### src/rtl/hc_enc_stream.sv
// Streaming Hamming encoder feeding the downstream decoder.
// Words enter on a valid/ready handshake, are encoded combinationally and
// land in a 2-entry FIFO whose head drives the output handshake. A one-shot
// error injector can corrupt a single bit of the next accepted word so the
// decoder's correction path can be exercised in-system.
module hc_enc_stream #(
  parameter int DATA_WD = 4,
  parameter int CHK_WD  = 3,
  parameter int CNT_WD  = 16
) (
  input  logic                      i_clk,
  input  logic                      i_rst,
  input  logic [DATA_WD-1:0]        i_data,
  input  logic                      i_valid,
  output logic                      o_ready,
  output logic [DATA_WD+CHK_WD-1:0] o_enc_data,
  output logic                      o_valid,
  input  logic                      i_ready,
  input  logic                      i_inj_req,
  input  logic [CHK_WD-1:0]         i_inj_pos,
  output logic                      o_inj_armed,
  output logic [CNT_WD-1:0]         o_word_cnt
);
  localparam int N = DATA_WD + CHK_WD;

  generate
    if (N > (2**CHK_WD) - 1) begin : g_bad_params
      $error("hc_enc_stream: DATA_WD+CHK_WD must be <= 2**CHK_WD-1");
    end
  endgenerate

  // Hamming position (1-based) of data bit k: k-th non-power-of-two index.
  function automatic int dpos(input int k);
    int seen;
    seen = 0;
    for (int p = 1; p < 1024; p++) begin
      if ((p & (p - 1)) != 0) begin
        if (seen == k) return p;
        seen++;
      end
    end
    return 0;
  endfunction

  // ---------------------------------------------------------------------
  // Encoder: data bits scattered to their positions, check bit 2**j is the
  // parity of every data bit whose position has bit j set.
  // ---------------------------------------------------------------------
  logic [N-1:0]                     code_w;
  logic [CHK_WD-1:0][DATA_WD-1:0]   chk_sel;

  for (genvar k = 0; k < DATA_WD; k++) begin : g_data
    assign code_w[dpos(k)-1] = i_data[k];
  end

  for (genvar j = 0; j < CHK_WD; j++) begin : g_chk
    for (genvar k = 0; k < DATA_WD; k++) begin : g_sel
      assign chk_sel[j][k] = ((dpos(k) >> j) & 1) != 0;
    end
    if ((1 << j) <= N) begin : g_bit
      assign code_w[(1<<j)-1] = ^(i_data & chk_sel[j]);
    end
  end

  // ---------------------------------------------------------------------
  // State
  // ---------------------------------------------------------------------
  logic [N-1:0]        mem_q [0:1];
  logic                wr_q, rd_q;
  logic [1:0]          cnt_q, cnt_d;
  logic                armed_q, armed_d;
  logic [CHK_WD-1:0]   pos_q, pos_d;
  logic [CNT_WD-1:0]   wcnt_q;

  logic                push, pop, pos_ok;
  logic [N-1:0]        flip_w, store_w;

  assign o_ready     = (cnt_q != 2'd2);
  assign o_valid     = (cnt_q != 2'd0);
  assign o_enc_data  = o_valid ? mem_q[rd_q] : '0;
  assign o_inj_armed = armed_q;
  assign o_word_cnt  = wcnt_q;

  assign push    = i_valid && o_ready;
  assign pop     = o_valid && i_ready;
  assign pos_ok  = (i_inj_pos != '0) && (int'(i_inj_pos) <= N);
  // Only a position armed before this edge may corrupt the word taken now.
  assign flip_w  = armed_q ? (N'(1) << (pos_q - CHK_WD'(1))) : '0;
  assign store_w = code_w ^ flip_w;

  // Next FIFO occupancy and injection arming.
  always_comb begin
    cnt_d   = cnt_q;
    armed_d = armed_q;
    pos_d   = pos_q;
    case ({push, pop})
      2'b10:   cnt_d = cnt_q + 2'd1;
      2'b01:   cnt_d = cnt_q - 2'd1;
      default: cnt_d = cnt_q;
    endcase
    // A fresh valid request wins over consumption, so it re-arms.
    if (i_inj_req && pos_ok) begin
      armed_d = 1'b1;
      pos_d   = i_inj_pos;
    end else if (push && armed_q) begin
      armed_d = 1'b0;
    end
  end

  // FIFO storage, pointers, delivered-word counter and injection state.
  always_ff @(posedge i_clk or posedge i_rst) begin
    if (i_rst) begin
      mem_q[0] <= '0;
      mem_q[1] <= '0;
      wr_q     <= 1'b0;
      rd_q     <= 1'b0;
      cnt_q    <= 2'd0;
      armed_q  <= 1'b0;
      pos_q    <= '0;
      wcnt_q   <= '0;
    end else begin
      if (push) begin
        mem_q[wr_q] <= store_w;
        wr_q        <= ~wr_q;
      end
      if (pop) begin
        rd_q   <= ~rd_q;
        wcnt_q <= wcnt_q + CNT_WD'(1);
      end
      cnt_q   <= cnt_d;
      armed_q <= armed_d;
      pos_q   <= pos_d;
    end
  end

endmodule

### config.mk
export PLATFORM = sky130hd
export DESIGN_NAME = hc_enc_stream
export DESIGN_NICKNAME = d
export VERILOG_FILES = /design/src/rtl/hc_enc_stream.sv
export SDC_FILE = /design/constraint.sdc
export NUM_CORES = 1
export LEC_CHECK = 0
export BUFFER_PORTS_ARGS = -buffer_cell sky130_fd_sc_hd__buf_2
export CORE_ASPECT_RATIO = 1.75
export CORE_MARGIN = 3
export CORE_UTILIZATION = 45
export DETAILED_ROUTE_END_ITERATION = 10
export PLACE_DENSITY = 0.77
export SYNTH_ARGS = -nofsm -noshare
export SYNTH_HDL_FRONTEND = slang
export SYNTH_SLANG_ARGS = --single-unit
### constraint.sdc
create_clock -name i_clk -period 2.5 [get_ports i_clk]
set_clock_uncertainty 0.2 [all_clocks]
set_input_delay 0.125 -clock i_clk [delete_from_list [all_inputs] [get_ports i_clk]]
set_output_delay 0.125 -clock i_clk [all_outputs]
set_load 0.03 [all_outputs]
==> reports/results.txt, run 1 <==
Crit-path max FO: 8
Syn nets: 187
Height of the die: 91.35 um
Crit end category: output port
Critical Path AT: 1560 ps
Fraction of registers with async set/reset: 1.000
FMAX: 531.7 MHz
Clock Latency Late Sink: 290 ps
Startpoint types: flip-flop
Routed len/inst: 13.10 um
Primary FF master, synth: dfrtp_1
Synthesized area per cell: 10.83 sq um
Overall die width: 54.77 um
Slew margin rel.: 0.6297
EDFF count, synth: 0
Fin worst setup slack: 619.2 ps
Unrepaired setup endpoints after global routing: no
Mapped cell area: 1873 sq um
Clock sinks: 38
Max VDD drop: 0.0006286 V
GRT Overall Usage: 0.1741
# setup viols final: 0
Met1 usage in global routing: 0.1916
Register clock-pin slew on the reported worst setup and hold paths: 70 ps
DRT Wirelength: 3.524 mm
Max-slew violation count: 0
Die area: 5003 sq um
Number of global-route vias before repair: 1415
Initial antenna violation count: 0
Yosys reg bits: 38
Pwr Density: 1101 nW/um^2
Netlist cell types: 30
Starting DRT DRC Count: 24
Clock Tree Buf Depth: 2
Grt met3 use: 0.04433
Post-route ant nets: 0
Hold crit path type: in -> reg
Final Hold Vio Count: 0
Met2 usage: 0.2964
Maxcap violations: 0
CTS tree: yes
Initial Utilization: 0.4752
Gpl congestion: 0.7855
Clock root cell: clkbuf_8
Nets: 234
Outcome: finished clean
Post-Syn Instances: 173
Post-route setup TNS: 0 ps
Remaining Overflow, GRT: 0
H-Tree Depth: 2
Final worst path period share: 0.7523
Register area share after synthesis: 0.5077
Vias: 1358
Static Leak: 0.001104 uW
Top cell type's share of synthesized area: 0.5077
Most used routing layer: met2
# rows: 30
Final HPWL DP: 2.577 mm
CP required: 2170 ps
Synth warn: 0
Post-layout minimum cycle time: 1881 ps
P&R area growth vs syn: 20.24%
Area leader, netlist: dfrtp_1
Ant. Diodes: 0
Area contributors post-synth: dfrtp_1 (51%), xnor2_1 (8.9%), nand2_1 (5.2%)
Top Ports: 38
I/O Buffers: 37
Worst-margin pin slew: 553.5 ps
Largest net degree at the start of global routing: 39
Worst setup path class: reg -> out
Pre-Repair DR Iteration Count: 4
Core area: 3941 sq um
Place WS: 620.7 ps
First-pass GRT wire length: 6.396 mm
Total power: 2479 uW
Layout cell share with drive strength beyond 1: 0.2534
CTS Buf Count: 5
DR vias/cell: 5.048
Detailed-route DRC error count: 0
[registers in the layout, indices dropped and copies added, names as in the netlist]
name and flops:
cnt_q 2, wr_q 1, pos_q 3, rd_q 1, o_word_cnt 16, mem_q 14
o_inj_armed 1
[repair_timing]
action,in CTS,in global routing
hold buffers,6,0
resized for setup,0,0
setup buffers,0,0
endpoints found under the hold margin,42,0
[metal layers]
metal	share of wire	wire length (um)	vias up
li1	-	-	680
met1	0.37	1321	643
met2	0.56	1968	29
met3	0.043	151	6
met4	0.023	82	0
met5	0	0	-
[per-stage QoR]
| stage | hold WS, ps | cell area [sq um] | util | std cells |
|---|---|---|---|---|
| after floorplan | 50.94 | 1873 | - | 173 |
| after global placement | 53.95 | 2101 | 0.5330 | 255 |
| after detailed placement | 64.24 | 2101 | 0.5330 | 255 |
| after CTS | 2.880 | 2252 | 0.5714 | 269 |
| after global routing | 20.97 | 2252 | 0.5714 | 269 |
| final | 9.398 | 2252 | 0.5714 | 269 |
[layout by cell type (no fill, tap or decap)]
master,synthesis,routed
dfrtp_1,38,38
buf_2,2,37
nand2_1,26,26
xnor2_1,19,19
o21ai_0,15,15
nor2_1,13,13
xor2_1,11,11
mux2i_1,7,7
clkbuf_8,0,6
dlygate4sd3_1,0,6
nand3_1,5,5
inv_1,4,4
nand4_1,4,4
nand4b_1,3,3
nand3_2,3,3
a22o_1,3,3
o21ai_1,2,2
nor4_4,2,2
ha_1,2,2
or2b_1,1,1
nand3b_2,1,1
nor4bb_1,1,1
xor2_2,1,1
o21ai_4,1,1
or2_2,1,1
nand4_2,1,1
nor3_1,1,1
nor4_1,1,1
and3_1,1,1
and4bb_2,1,1
o31ai_1,1,1
clkbuf_1,0,1
clkinv_2,0,1
buf_4,2,1
[power by group]
| part | internal (uW) | total, uW | switching (uW) |
|---|---|---|---|
| combinational | 371 | 1030 | 660 |
| sequential | 816 | 1030 | 211 |
| clock | 222 | 422 | 200 |
| total | 1410 | 2480 | 1070 |
[logic make-up after synthesis]
group                      synth area share
adders and majority gates           0.01336
DFF                                  0.5077
and+or+nand+nor                      0.1991
xor gates and xnor gates             0.1490
buffers and inverters               0.02137
AOI/OAI and AO/OA                   0.07215
muxes                               0.03741
[final timing paths]
path	startpoint	to	slack, ps	cells past startpoint
min in group asynchronous	i_rst	o_word_cnt[10]	290	4
worst max-delay path	cnt_q[0]	o_enc_data[0]	620	3
max in group asynchronous	i_rst	mem_q[8]	1490	4
worst min-delay path	i_valid	o_inj_armed	9	4
worst max register to register	cnt_q[0]	cnt_q[1]	620	6
worst min register to register	o_word_cnt[15]	o_word_cnt[15]	260	1
[worst max-delay path, stage by stage (launching register included)]
cell and delay (ps):
dfrtp_1 460, nor2_1 480, nor2_1 130, buf_2 200
[cells in the mapped netlist, drive strengths merged (2+ instances only)]
cell type and n:
o21ai 18, nand4 5, nand4b 3, a22o 3, ha 2, nor4 3
xnor2 19, inv 4, xor2 12, dfrtp 38, buf 4, nand2 26
nand3 8, nor2 13, mux2i 7
[final cells by class]
class,count,area (sq um)
sequential,38,950.9
clock buffer,7,86.33
tap,48,60.06
clock inverter,1,5.005
fill,385,1689
timing repair buffer,44,252.7
inverter,4,15.01
multi-input combinational,127,882.1
No activity file was read; power rests on OpenSTA's default activity.
==> run 2: changes to the inputs <==
- ABC_AREA: unset -> 1
- PLACE_DENSITY: 0.77 -> 0.79
- clock period: 2.5 -> 1.7 ns (I/O delays scaled with it)
==> run 2 against run 1 <==
  * Hold slack improved by 11 ps
  * Core utilization increased by 3.7 points
  * Critical path type unchanged
  * Area after synthesis increased by 9.4%
  * Routed wire length increased by 27%
  * Clock-buffer cell count decreased by 1
==> reports/results.txt, run 2 <==
Number of global-route vias before repair: 1794 (+27%)
Initial antenna violation count: 0 (unchanged)
Final worst path period share: 0.9577
Largest net degree at the start of global routing: 39 (unchanged)
Slew margin rel.: 0.6817 (+0.05202)
Post-route ant nets: 0 (unchanged)
Met2 usage: 0.3550 (+0.05852)
EDFF count, synth: 0 (unchanged)
Netlist cell types: 27 (-10%)
Post-synthesis simple-gate area fraction: 0.3150 (+0.1160)
Clock root cell: clkbuf_8
Outcome: finished clean
Overall die width: 57.02 um (+4.1%)
CTS Buf Count: 5 (unchanged)
Max-slew violation count: 0 (unchanged)
Routed len/inst: 12.35 um (-5.7%)
Layout cell share with drive strength beyond 1: 0.2332 (-0.02017)
Commonest non-fill, non-tap cells in the layout: nand2_1 (83), dfrtp_1 (36), buf_2 (34), inv_1 (33), nand3_1 (21)
Crit path from: cnt_q[0]
Crit-path max FO: 4 (-4)
Utilization after layout: 0.6088 (+0.03737)
Xor and xnor area share after synthesis: 0.07265 (-0.07632)
Area contributors post-synth: dfrtp_1 (46%), nand2_1 (15%), inv_1 (6.4%)
Pwr Density: 1615 nW/um^2 (+47%)
Gpl congestion: 0.8244 (+5.0%)
# setup viols final: 0 (unchanged)
Vias: 1812 (+33%)
Mapped cell area: 2049 sq um (+9.4%)
Register area share after synthesis: 0.4640 (-0.04370)
Worst flop-to-flop path startpoint: cnt_q[0]
Final HPWL DP: 3.465 mm (+34%)
Largest stage delay on the critical path: 430 ps (-50 ps)
Height of the die: 95.28 um (+4.3%)
Placed insts: 344 (+35%)
Post-layout minimum cycle time: 1628 ps
Critical Path AT: 1340 ps (-220 ps)
Max VDD drop: 0.001121 V (+78%)
I/O Buffers: 37 (unchanged)
Crit path max-delay cell type: dfrtp_2
Synth Area in Compound Gates: 0.06471 (-0.007431)
Starting DRT DRC Count: 77 (+220%)
Register clock-pin slew on the reported worst setup and hold paths: 70 ps (about the same)
Clock sinks: 38 (unchanged)
Commonest non-fill, non-tap cell in the layout: nand2_1
Grt met3 use: 0.03388 (-0.01046)
Startpoint types: flip-flop
DR vias/cell: 5.006 (-0.85%)
Met1 usage in global routing: 0.1850 (-0.006623)
P&R area growth vs syn: 26.74%
Top cell type's share of synthesized area: 0.4640 (-0.04370)
Core area: 4267 sq um (+8.3%)
Hold depth: 5 (+1)
Total power: 4195 uW (+69%)
Static Leak: 0.001382 uW (+25%)
Pre-Repair DR Iteration Count: 4 (unchanged)
Largest family of logic cells by synthesized area: simple AND/OR/NAND/NOR gates
DRT Wirelength: 4.471 mm (+27%)
H-Tree Depth: 2 (unchanged)
Syn nets: 265 (+42%)
Worst-margin pin slew: 477.5 ps (-75.99 ps)
CP required: 1410 ps (-760 ps)
Clock Latency Late Sink: 290 ps (about the same)
Fraction of registers with async set/reset: 1.000 (unchanged)
CTS tree: yes
Hold crit path type: in -> reg
Mux cell area share after synthesis: 0 (-0.03741)
Synth cell count leaders: nand2_1 (83), dfrtp_1 (38), inv_1 (35)
Nets: 328 (+40%)
Detailed-route DRC error count: 0 (unchanged)
Most used routing layer: met2
Reg2Reg Depth: 7 (+1)
Unrepaired setup endpoints after global routing: yes
Maxcap violations: 0 (unchanged)
Ant. Diodes: 0 (unchanged)
Adder-cell area share of the yosys netlist: 0.01221 (-0.001150)
First-pass GRT wire length: 7.803 mm (+22%)
Crit end category: output port
Area leader, netlist: dfrtp_1
Remaining Overflow, GRT: 0 (unchanged)
Worst setup path class: reg -> out
Die area: 5432 sq um (+8.6%)
Synth warn: 0 (unchanged)
FMAX: 614.2 MHz
Max FFs per register: 16 (unchanged)
Post-Layout Cell Count: 362 (+35%)
Hold_sp: i_data[1]
Post-Syn Instances: 251 (+45%)
Final Hold Vio Count: 0 (unchanged)
Yosys reg bits: 38 (unchanged)
GRT Overall Usage: 0.1858 (+0.01175)
Primary FF master, synth: dfrtp_1
Synthesized area per cell: 8.165 sq um (-25%)
Initial Utilization: 0.4804 (+0.005114)
CP cell instances: nor2_4 -> buf_6 -> inv_2 -> o21ai_0 -> a21oi_1 -> buf_4
Clock Tree Buf Depth: 2 (unchanged)
# rows: 31 (+3.3%)
Top Ports: 38 (unchanged)
Most common cell in the netlist: nand2_1
-- run 2: cell count changes after synthesis, moves of 4 or more --
cell     before  now
a21oi_1       0    8
inv_1         4   35
mux2i_1       7    0
nand2_1      26   83
nand3_1       5   21
nor2_1       13    9
o21ai_0      15   10
xnor2_1      19    6
-- run 2: cell type report --
class / count / area, sq um
well taps: 49 / 61.31
multi-input cells: 176 / 982.2
fillers: 388 / 1669
inverters: 35 / 131.4
clock buffers: 6 / 82.58
flip-flops and latches: 38 / 953.4
repair buffers: 58 / 386.6
-- run 2: power by group --
part           switching (uW)  total [uW]  internal (uW)
clock network             300         612            313
logic                    1310        2130            811
registers                 243        1460           1210
-- run 2: what timing repair did --
item | in CTS | in global routing
pin swaps | 1 | 1
endpoints found under the setup margin | 4 | 3
resized for setup | 6 | 6
endpoints found under the hold margin | 45 | 0
hold buffers | 8 | 0
buffers inserted | 3 | 1
-- run 2: final timing paths --
kind,endpoint,slack (ps)
worst min-delay path,mem_q[7],20
min in group asynchronous,o_word_cnt[11],240
worst max register to register,cnt_q[1],80
worst max-delay path,o_enc_data[5],70
max in group asynchronous,cnt_q[1],690
worst min register to register,mem_q[11],270
-- run 2: layer usage --
metal | wire length [um] | up-vias | share of wire
met2 | 2507 | 40 | 0.56
li1 | - | 916 | -
met4 | 136 | 0 | 0.030
met1 | 1669 | 845 | 0.37
met5 | 0 | - | 0
met3 | 157 | 11 | 0.035
-- run 2: through the flow --
stage | area, sq um | hold WS, ps | TNS [ps] | setup slack [ps]
floorplan | 2067 | 1.842 | -65.91 | -22.47
global placement | 2366 | 26.01 | 0 | 41.45
detailed placement | 2366 | 27.38 | -8.057 | -8.057
CTS | 2587 | 10.21 | 0 | 4.831
global route | 2597 | 46.58 | -48.42 | -26.09
finish | 2597 | 20.27 | 0 | 71.97
-- run 2: worst max-delay path, delay by kind of cell (launching register included) --
family	cells	cell delay [ps]
DFF	1	430
buffers and inverters	3	330
and+or+nand+nor	1	160
AOI/OAI and AO/OA	2	130
-- run 2: logic make-up after synthesis --
family | count (synthesis)
buffers and inverters | 37
DFF | 38
and+or+nand+nor | 133
AOI/OAI and AO/OA | 24
adders and majority gates | 2
xor gates and xnor gates | 17
==> run 3: changes to the inputs <==
- CORE_UTILIZATION: 45 -> 40
- PLACE_DENSITY: 0.79 -> 0.73
==> run 3 against run 2 <==
  * Highest routed layer unchanged
  * Critical path depth unchanged
  * Non-clock buffer count unchanged
  * Setup slack worse by 8.9 ps
  * Total power up 1.4%
  * Clock power about the same
  * Combinational power up 3%
  * Sequential power about the same
  * Flip-flop and latch count unchanged
==> reports/results.txt, run 3 (synthesis gave the netlist of run 2 again) <==
CP most frequent cell: buf_6
Post-Layout Cell Count: 365 (+0.83%)
Height of the die: 100.7 um (+5.7%)
Pwr Density: 1627 nW/um^2 (+0.72%)
FMAX: 610.9 MHz (-0.54%)
Clock Latency Late Sink: 290 ps (about the same)
Post-route ant nets: 0 (unchanged)
Clock sinks: 38 (unchanged)
Pint: 2370 uW (+1.4%)
Remaining Overflow, GRT: 0 (unchanged)
R2R Setup Slk: 80 ps (about the same)
Worst setup path class: reg -> out
Slew margin rel.: 0.6810 (about the same)
# rows: 33 (+6.5%)
Max FFs per register: 16 (unchanged)
H-Tree Depth: 2 (unchanged)
Routed len/inst: 12.19 um (-1.3%)
Final worst path period share: 0.9629 (+0.005208)
Clock root cell: clkbuf_8
Clock share of power: 0.143 (-0.003)
Net switching power: 1886 uW (+1.5%)
Largest net degree at the start of global routing: 39 (unchanged)
Comb power frac: 0.516 (+0.009)
Hold crit path type: in -> reg
CTS Buf Count: 5 (unchanged)
Max VDD drop: 0.001445 V (+29%)
Final Hold Vio Count: 0 (unchanged)
Crit path max-delay cell type: dfrtp_2
Gpl congestion: 0.8088 (-1.9%)
Largest stage delay on the critical path: 440 ps (about the same)
Worst-margin pin slew: 478.5 ps (+0.9840 ps)
Outcome: finished clean
Static Leak: 0.001382 uW (about the same)
Reg2Reg Depth: 8 (+1)
Layout cell share with drive strength beyond 1: 0.2460 (+0.01278)
P&R area growth vs syn: 27.66%
Maxcap violations: 0 (unchanged)
I/O Buffers: 37 (unchanged)
DR vias/cell: 4.918 (-1.8%)
Final Instance Area: 2616 sq um (+0.72%)
Placed insts: 347 (+0.87%)
Ant. Diodes: 0 (unchanged)
First-pass GRT wire length: 7.479 mm (-4.2%)
Hold depth: 5 (unchanged)
Startpoint types: flip-flop
Starting DRT DRC Count: 50 (-35%)
Commonest non-fill, non-tap cell in the layout: nand2_1
Overall die width: 60.11 um (+5.4%)
Crit-path max FO: 4 (unchanged)
CP cell instances: nor2_4 -> buf_6 -> inv_4 -> o21ai_0 -> a21oi_2 -> buf_6
Post-layout minimum cycle time: 1637 ps (+8.854 ps)
Vias: 1795 (-0.94%)
Reg-to-Reg End: mem_q[0]
Register clock-pin slew on the reported worst setup and hold paths: 70 ps (about the same)
Reg power frac: 0.341 (-0.006)
Core area: 4831 sq um (+13%)
Sw Ratio: 0.4432 (about the same)
Hold EP: mem_q[13]
Critical Path AT: 1350 ps (about the same)
Die area: 6052 sq um (+11%)
Commonest non-fill, non-tap cells in the layout: nand2_1 (83), dfrtp_1 (36), buf_2 (35), inv_1 (32), nand3_1 (21)
CTS tree: yes
Smallest hold slack: 14.65 ps (-5.620 ps)
Top Ports: 38 (unchanged)
DRT Wirelength: 4.448 mm (-0.51%)
Place WS: 30.43 ps (+38.49 ps)
Detailed-route DRC error count: 0 (unchanged)
Initial Utilization: 0.4242 (-0.05611)
Hold_sp: i_data[3]
Area of the multi-input gates: 996.0 sq um (+1.4%)
Clock Tree Buf Depth: 2 (unchanged)
CP required: 1410 ps (about the same)
Number of global-route vias before repair: 1739 (-3.1%)
Fin worst setup slack: 63.12 ps (-8.854 ps)
Initial antenna violation count: 0 (unchanged)
GRT Overall Usage: 0.1629 (-0.02293)
Area post-placement: 2370 sq um (+0.16%)
Final HPWL DP: 3.410 mm (-1.6%)
Fillers: 458 (+18%)
Nets: 328 (unchanged)
# setup viols final: 0 (unchanged)
Pre-Repair DR Iteration Count: 4 (unchanged)
Storage cell area: 953.4 sq um (unchanged)
Max-slew violation count: 0 (unchanged)
Worst flop-to-flop path startpoint: cnt_q[1]
Crit end category: output port
[run 3: worst max-delay path, delay by kind of cell (launching register included)]
family          cells  cell delay [ps]
simple gates        1              160
flops               1              440
buf+inv             3              320
compound gates      2              140
[run 3: final cells by class]
cell class	instances	share of cell area
Inverter	35	0.05117
Tap cell	52	0.02487
Multi-Input combinational cell	176	0.3807
Timing Repair Buffer	58	0.1473
Clock buffer	6	0.03156
Sequential cell	38	0.3644
[run 3: per-layer routing]
layer,track usage,share of wire,up-vias
met4,0.08020,0.035,0
met5,0,0,-
met1,0.1613,0.38,827
met3,0.03077,0.028,13
li1,-,-,914
met2,0.3050,0.56,41
[run 3: worst max path at each step]
stage / startpoint / endpoint / slack (ps) / cells past startpoint
after floorplan: cnt_q[1] / o_enc_data[4] / -20 / 4
after global placement: cnt_q[0] / cnt_q[1] / 80 / 6
after detailed placement: cnt_q[0] / cnt_q[1] / 30 / 7
after CTS: cnt_q[1] / cnt_q[1] / 20 / 7
after global routing: cnt_q[1] / o_word_cnt[5] / -10 / 7
final: cnt_q[0] / o_enc_data[3] / 60 / 6
[run 3: power by group through the flow]
stage	sequential, uW	combinational (uW)	clock [uW]
floorplan	1580	1260	0
global placement	1460	1910	0
detailed placement	1480	1940	0
CTS	1460	2110	630
global route	1490	2410	667
finish	1450	2190	609
[run 3: through the flow]
| stage | utilization | setup TNS [ps] | power (uW) |
|---|---|---|---|
| 4_1_cts | 0.5317 | 0 | 4201 |
| 3_5_place_dp | 0.4905 | 0 | 3422 |
| 6_report | 0.5416 | 0 | 4256 |
| 3_3_place_gp | 0.4905 | 0 | 3372 |
| 2_1_floorplan | - | -65.91 | 2841 |
| 5_1_grt | 0.5416 | -35.03 | 4565 |
[run 3: repair_timing]
action                     4_1_cts  5_1_grt
hold buffers                     7        0
gates resized for setup          7        8
cloned                           0        0
hold endpoints to repair        44        0
buffers inserted                 3        2
setup endpoints to repair        3        9
pin swaps                        1        1
